<file path="src/rtl/dpll_lock_sequencer.sv">
// dpll_lock_sequencer: configures the DPLL, releases its reset, waits for lock and retries failed acquisitions
module dpll_lock_sequencer #(
  parameter int RESET_CYCLES = 16,
  parameter int LOCK_TIMEOUT = 200000,
  parameter int MAX_RETRIES  = 3,
  parameter int INIT_STEP    = 4,
  parameter int LOSS_FILTER  = 4
) (
  input  logic        clk,
  input  logic        reset,
  input  logic        start,
  input  logic        stop,
  input  logic [15:0] cfg_counter,
  input  logic [15:0] cfg_ref_counter,
  input  logic [8:0]  cfg_init,
  input  logic [2:0]  dpll_status,
  output logic        dpll_resetn,
  output logic [15:0] dpll_counter,
  output logic [15:0] dpll_ref_counter,
  output logic [8:0]  dpll_init,
  output logic        busy,
  output logic        locked,
  output logic        fault,
  output logic [1:0]  err_code,
  output logic [1:0]  retry_count,
  output logic        lock_lost
);
  typedef enum logic [2:0] {IDLE, CONFIG, WAIT_LOCK, LOCKED, FAULT} state_t;
  localparam logic [23:0] RC_LAST = 24'(RESET_CYCLES - 1);
  localparam logic [23:0] TO_LAST = 24'(LOCK_TIMEOUT - 1);
  localparam logic [23:0] LF_LAST = 24'(LOSS_FILTER - 1);
  localparam logic [1:0]  MAX_R   = 2'(MAX_RETRIES);
  localparam logic [9:0]  STEP    = 10'(INIT_STEP);
  state_t      state_q, state_d;
  logic [23:0] cnt_q, cnt_d;
  logic [1:0]  retry_q, retry_d, err_q, err_d;
  logic [15:0] sh_cnt_q, sh_cnt_d, sh_ref_q, sh_ref_d;
  logic [8:0]  sh_init_q, sh_init_d, init_sat;
  logic [9:0]  init_sum;
  logic [2:0]  s1_q, s_q;
  logic        resetn_q, busy_q, locked_q, fault_q, lost_q, lost_d, act_d, bad_cfg;
  logic [15:0] dcnt_q, dref_q;
  logic [8:0]  dinit_q;
  logic        unused_tracking;
  assign unused_tracking = s_q[0];
  assign init_sum = {1'b0, sh_init_q} + STEP;
  assign init_sat = init_sum[9] ? 9'h1ff : init_sum[8:0];
  assign bad_cfg  = (cfg_counter == 16'd0) || (cfg_ref_counter == 16'd0);
  assign act_d    = state_d inside {CONFIG, WAIT_LOCK, LOCKED};
  // Next-state: phase progress first, then start re-latches, then stop overrides everything
  always_comb begin
    state_d   = state_q;
    cnt_d     = cnt_q;
    retry_d   = retry_q;
    err_d     = err_q;
    lost_d    = 1'b0;
    sh_cnt_d  = sh_cnt_q;
    sh_ref_d  = sh_ref_q;
    sh_init_d = sh_init_q;
    case (state_q)
      CONFIG: begin
        cnt_d = cnt_q + 24'd1;
        if (cnt_q == RC_LAST) begin
          state_d = WAIT_LOCK;
          cnt_d   = '0;
        end
      end
      WAIT_LOCK: begin
        cnt_d = cnt_q + 24'd1;
        if (s_q[1] || (!s_q[2] && cnt_q == TO_LAST)) begin
          cnt_d = '0;
          if (retry_q == MAX_R) begin
            state_d = FAULT;
            err_d   = s_q[1] ? 2'd3 : 2'd2;
          end else begin
            state_d   = CONFIG;
            retry_d   = retry_q + 2'd1;
            sh_init_d = init_sat;
          end
        end else if (s_q[2]) begin
          state_d = LOCKED;
          cnt_d   = '0;
        end
      end
      LOCKED: begin
        cnt_d = s_q[2] ? '0 : cnt_q + 24'd1;
        if (s_q[1] || (!s_q[2] && cnt_q == LF_LAST)) begin
          state_d = CONFIG;
          cnt_d   = '0;
          retry_d = '0;
          lost_d  = 1'b1;
        end
      end
      default: ;
    endcase
    if (start) begin
      sh_cnt_d  = cfg_counter;
      sh_ref_d  = cfg_ref_counter;
      sh_init_d = cfg_init;
      retry_d   = '0;
      cnt_d     = '0;
      err_d     = bad_cfg ? 2'd1 : 2'd0;
      state_d   = bad_cfg ? FAULT : CONFIG;
    end
    if (stop && state_q != IDLE) begin
      state_d = IDLE;
      cnt_d   = '0;
      retry_d = '0;
      err_d   = '0;
      lost_d  = 1'b0;
    end
  end
  // State, status synchronizer and registered outputs derived from the next state
  always_ff @(posedge clk or posedge reset) begin
    if (reset) begin
      state_q   <= IDLE;
      cnt_q     <= '0;
      retry_q   <= '0;
      err_q     <= '0;
      sh_cnt_q  <= '0;
      sh_ref_q  <= '0;
      sh_init_q <= '0;
      s1_q      <= '0;
      s_q       <= '0;
      resetn_q  <= 1'b0;
      busy_q    <= 1'b0;
      locked_q  <= 1'b0;
      fault_q   <= 1'b0;
      lost_q    <= 1'b0;
      dcnt_q    <= '0;
      dref_q    <= '0;
      dinit_q   <= '0;
    end else begin
      state_q   <= state_d;
      cnt_q     <= cnt_d;
      retry_q   <= retry_d;
      err_q     <= err_d;
      sh_cnt_q  <= sh_cnt_d;
      sh_ref_q  <= sh_ref_d;
      sh_init_q <= sh_init_d;
      s1_q      <= dpll_status;
      s_q       <= s1_q;
      resetn_q  <= state_d == WAIT_LOCK || state_d == LOCKED;
      busy_q    <= state_d == CONFIG || state_d == WAIT_LOCK;
      locked_q  <= state_d == LOCKED;
      fault_q   <= state_d == FAULT;
      lost_q    <= lost_d;
      dcnt_q    <= act_d ? sh_cnt_d : '0;
      dref_q    <= act_d ? sh_ref_d : '0;
      dinit_q   <= act_d ? sh_init_d : '0;
    end
  end
  assign dpll_resetn      = resetn_q;
  assign dpll_counter     = dcnt_q;
  assign dpll_ref_counter = dref_q;
  assign dpll_init        = dinit_q;
  assign busy             = busy_q;
  assign locked           = locked_q;
  assign fault            = fault_q;
  assign err_code         = err_q;
  assign retry_count      = retry_q;
  assign lock_lost        = lost_q;
endmodule

</file>
<file path="config.mk">
export PLATFORM = sky130hd
export DESIGN_NAME = dpll_lock_sequencer
export DESIGN_NICKNAME = d
export VERILOG_FILES = /design/src/rtl/dpll_lock_sequencer.sv
export SDC_FILE = /design/constraint.sdc
export NUM_CORES = 1
export LEC_CHECK = 0
export ABC_AREA = 1
export CORE_ASPECT_RATIO = 1.25
export CORE_MARGIN = 4
export CORE_UTILIZATION = 35
export DETAILED_ROUTE_END_ITERATION = 10
export GPL_ROUTABILITY_DRIVEN = 0
export HOLD_SLACK_MARGIN = 0.05
export PLACE_DENSITY_LB_ADDON = 0.15
export SYNTH_ARGS = -nofsm -noshare
export SYNTH_HDL_FRONTEND = slang
export SYNTH_SLANG_ARGS = --single-unit
</file>
<file path="constraint.sdc">
create_clock -name clk -period 6.26 [get_ports clk]
set_input_delay 1.252 -clock clk [delete_from_list [all_inputs] [get_ports clk]]
set_output_delay 1.252 -clock clk [all_outputs]
set_load 0.005 [all_outputs]
</file>
==> out/metrics.yaml <==
postCtsSetupBuffers: 0
synth_nets: 750
drv_slew: 0
io_pins: 98
fmax_mhz: 310
cp-endpoint: "dpll_init[1]$_DFF_PP0_"
num_rows: 52
drc_errors: 0
yosys_warnings: 0
htreeDepth: 4
drtIter0Drc: 231
viasPerCell: 4.61
dp_cells: 997
io_buffers: 96
drt-pass1-iter-count: 5
clk_latency_ps: 420
grt_pass1_vias: 4947
cts_resized: 0
antenna_found_initial: 0
grt_max_degree: 67
fill_cells: 1631
dp_hpwl_mm: 9.97
avgSynthCellArea_sq_um: 8.18
syn_area_sq_mm: 0.00572
clk_pin_slew_ps: 60
layout.cells.non_filler: 1028
fin_skew_ps: 9.66
path_buf_inv: 3
worst_r2r_path_depth: 14
multi_input_area_sq_mm: 0.00212
relSlewSlack_pct: 44.7
worst_pin_slew_ps: 830
arrival_ps: 3500
die_w_um: 122
setup_violations: 0
die_area_sq_mm: 0.0185
cts-root-buf: "clkbuf_16"
antenna_cells: 0
final-seq-area_sq_mm: 0.00305
cts-buffers-inserted: 17
nNetsFinal: 851
critPathLaunch: "start"
cpPeakStageDelay_ps: 500
die_y_um: 151
yosysUniqueCellTypes: 35
hold_viol_final: 0
cp.required_ps: 6540
num_vias: 4740
core_sq_mm: 0.0161
grt_first_pass_wirelength_mm: 23.7
clkSinkCount: 122
leakagePower_nw: 3.45
power_w: 0.00295
hold_slack_ps: 352
r2r_setup_slack_ps: 3790
worstReg2RegEnd: "dpll_init[1]$_DFF_PP0_"
crit_family: "simple AND/OR/NAND/NOR gates"
maxCapViolCount: 0
fin_crit_ps: 3230
seq_area_frac_synth_pct: 53.4
synth_cells: 699
yosys_register_bits: 122
area.growth.synth_to_final_pct: 29.9
status: "finished clean"
crit_chain: "buf_2 > buf_4 > inv_1 > nand2_1 > nor2_1 > nand2_1 > nand2_2 > nand2_4 > nor2_1"
end_kind: "flip-flop"
async_reset_ff_share_pct: 100
clockBufferDepth: 2
peakVddDrop_uv: 243
p_per_area_mw_per_mm2: 397
cp-start-kind: "input port"
wl_per_cell_um: 13.6
drive_above_1_share_pct: 9.36
start_util_pct: 35.5
worst-setup-path-type: "in2reg"
critical_path.slowest_cell: "inv_1"
postRouteAntennaNets: 0
drt_wl_total_mm: 13.9
synth_enable_flop_cells: 0
timing.final.crit_share_pct: 51.5
overflow: 0
path_depth: 9
fin_setup_tns_ps: 0
worstPathMaxFanout: 65
cts_tree: "yes"
holdBufCountCts: 0
rsz0062_at_grt: "no"
r2r_start: "cnt_q[0]$_DFFE_PP0P_"
hold_class: "reg2reg"
track_usage_pct: 16.4
ys.flop_type: "dfrtp_1"
## how the worst min path moves through the flow
stage                 startpoint  depth (start not counted)          endpoint  slack (ps)
3_5_place_dp   s1_q[2]$_DFF_PP0_                          0  s_q[2]$_DFF_PP0_         340
4_1_cts        s1_q[2]$_DFF_PP0_                          0  s_q[2]$_DFF_PP0_         350
3_3_place_gp   s1_q[2]$_DFF_PP0_                          0  s_q[2]$_DFF_PP0_         330
2_1_floorplan  s1_q[1]$_DFF_PP0_                          0  s_q[1]$_DFF_PP0_         330
5_1_grt        s1_q[2]$_DFF_PP0_                          0  s_q[2]$_DFF_PP0_         350
6_report       s1_q[2]$_DFF_PP0_                          0  s_q[2]$_DFF_PP0_         350
## worst register-to-register path, delay by kind of cell (launching register included)
family,cells,cell delay (ps)
simple gates,11,1480
flops,1,400
fa+ha+maj,1,260
compound gates,1,110
buf+inv,1,80
## cell families after synthesis
kind of cell | synth area share [%]
and+or+nand+nor | 27.0
buffers and inverters | 9.62
DFF | 53.4
AOI/OAI and AO/OA | 7.48
xor gates and xnor gates | 1.68
adders and majority gates | 0.656
muxes | 0.175
## routing by layer
layer	track usage (%)	up-vias	share of wire [%]
li1	-	2381	-
met5	0	-	0
met1	20.3	2236	44
met2	26.8	108	49
met3	5.30	15	6.0
met4	6.11	0	1.2
## per-stage QoR
step                setup slack, ps  instance area [sq um]  util [%]
finish                         3030                   7430      46.0
global route                   2740                   7430      46.0
CTS                            3010                   7430      46.0
detailed placement             2560                   6860      42.5
global placement               2570                   6860      42.5
floorplan                      1770                   5720         -
## state kept, by name, indices dropped and copies added, names as in the netlist
name / cells
cnt_q: 24
dpll_counter: 16
dpll_ref_counter: 16
sh_cnt_q: 16
sh_ref_q: 16
dpll_init: 9
sh_init_q: 9
state_q: 3
err_code: 2
retry_count: 2
s1_q: 2
s_q: 2
busy: 1
dpll_resetn: 1
fault: 1
lock_lost: 1
locked: 1
## layout by cell type (no fill, tap or decap), types with 10 or more instances in the layout
cell type and n:
or2_2 10, clkdlybuf4s50_1 95, nor3_1 10, dfrtp_1 122, nand4_1 20, inv_1 113
nor2_1 116, nand2_1 132, nor2_2 10, o21ai_0 44, nand3_1 29, clkbuf_16 17
a21oi_1 12
## layout make-up
| cell class | instances | area share, % |
|---|---|---|
| sequential | 122 | 41.1 |
| multi-input combinational | 442 | 28.5 |
| timing repair buffer | 99 | 13.2 |
| clock buffer | 21 | 6.33 |
| inverter | 118 | 6.00 |
| tap | 216 | 3.64 |
| clock inverter | 10 | 1.28 |
## cells in the mapped netlist, types with 3 or more instances
cell type | n | area [sq um]
a21oi_1 | 12 | 60.1
buf_6 | 3 | 33.8
clkbuf_1 | 8 | 30.0
dfrtp_1 | 122 | 3050
ha_1 | 3 | 37.5
inv_1 | 114 | 428
inv_2 | 4 | 15.0
nand2_1 | 132 | 495
nand2_2 | 7 | 43.8
nand2_4 | 3 | 33.8
nand3_1 | 29 | 145
nand3b_1 | 3 | 22.5
nand4_1 | 20 | 125
nor2_1 | 116 | 435
nor2_2 | 10 | 62.6
nor3_1 | 10 | 50.1
nor4_1 | 6 | 37.5
o21ai_0 | 44 | 220
o21ai_1 | 9 | 45.0
o22ai_1 | 6 | 37.5
or2_2 | 10 | 62.6
xor2_1 | 9 | 78.8
## where the power goes
part	switching [W]	internal, W
logic	0.000557	0.000411
clock network	0.000359	0.000574
registers	0.0000731	0.000975
total	0.000989	0.00196
No activity file was read; power rests on OpenSTA's default activity.
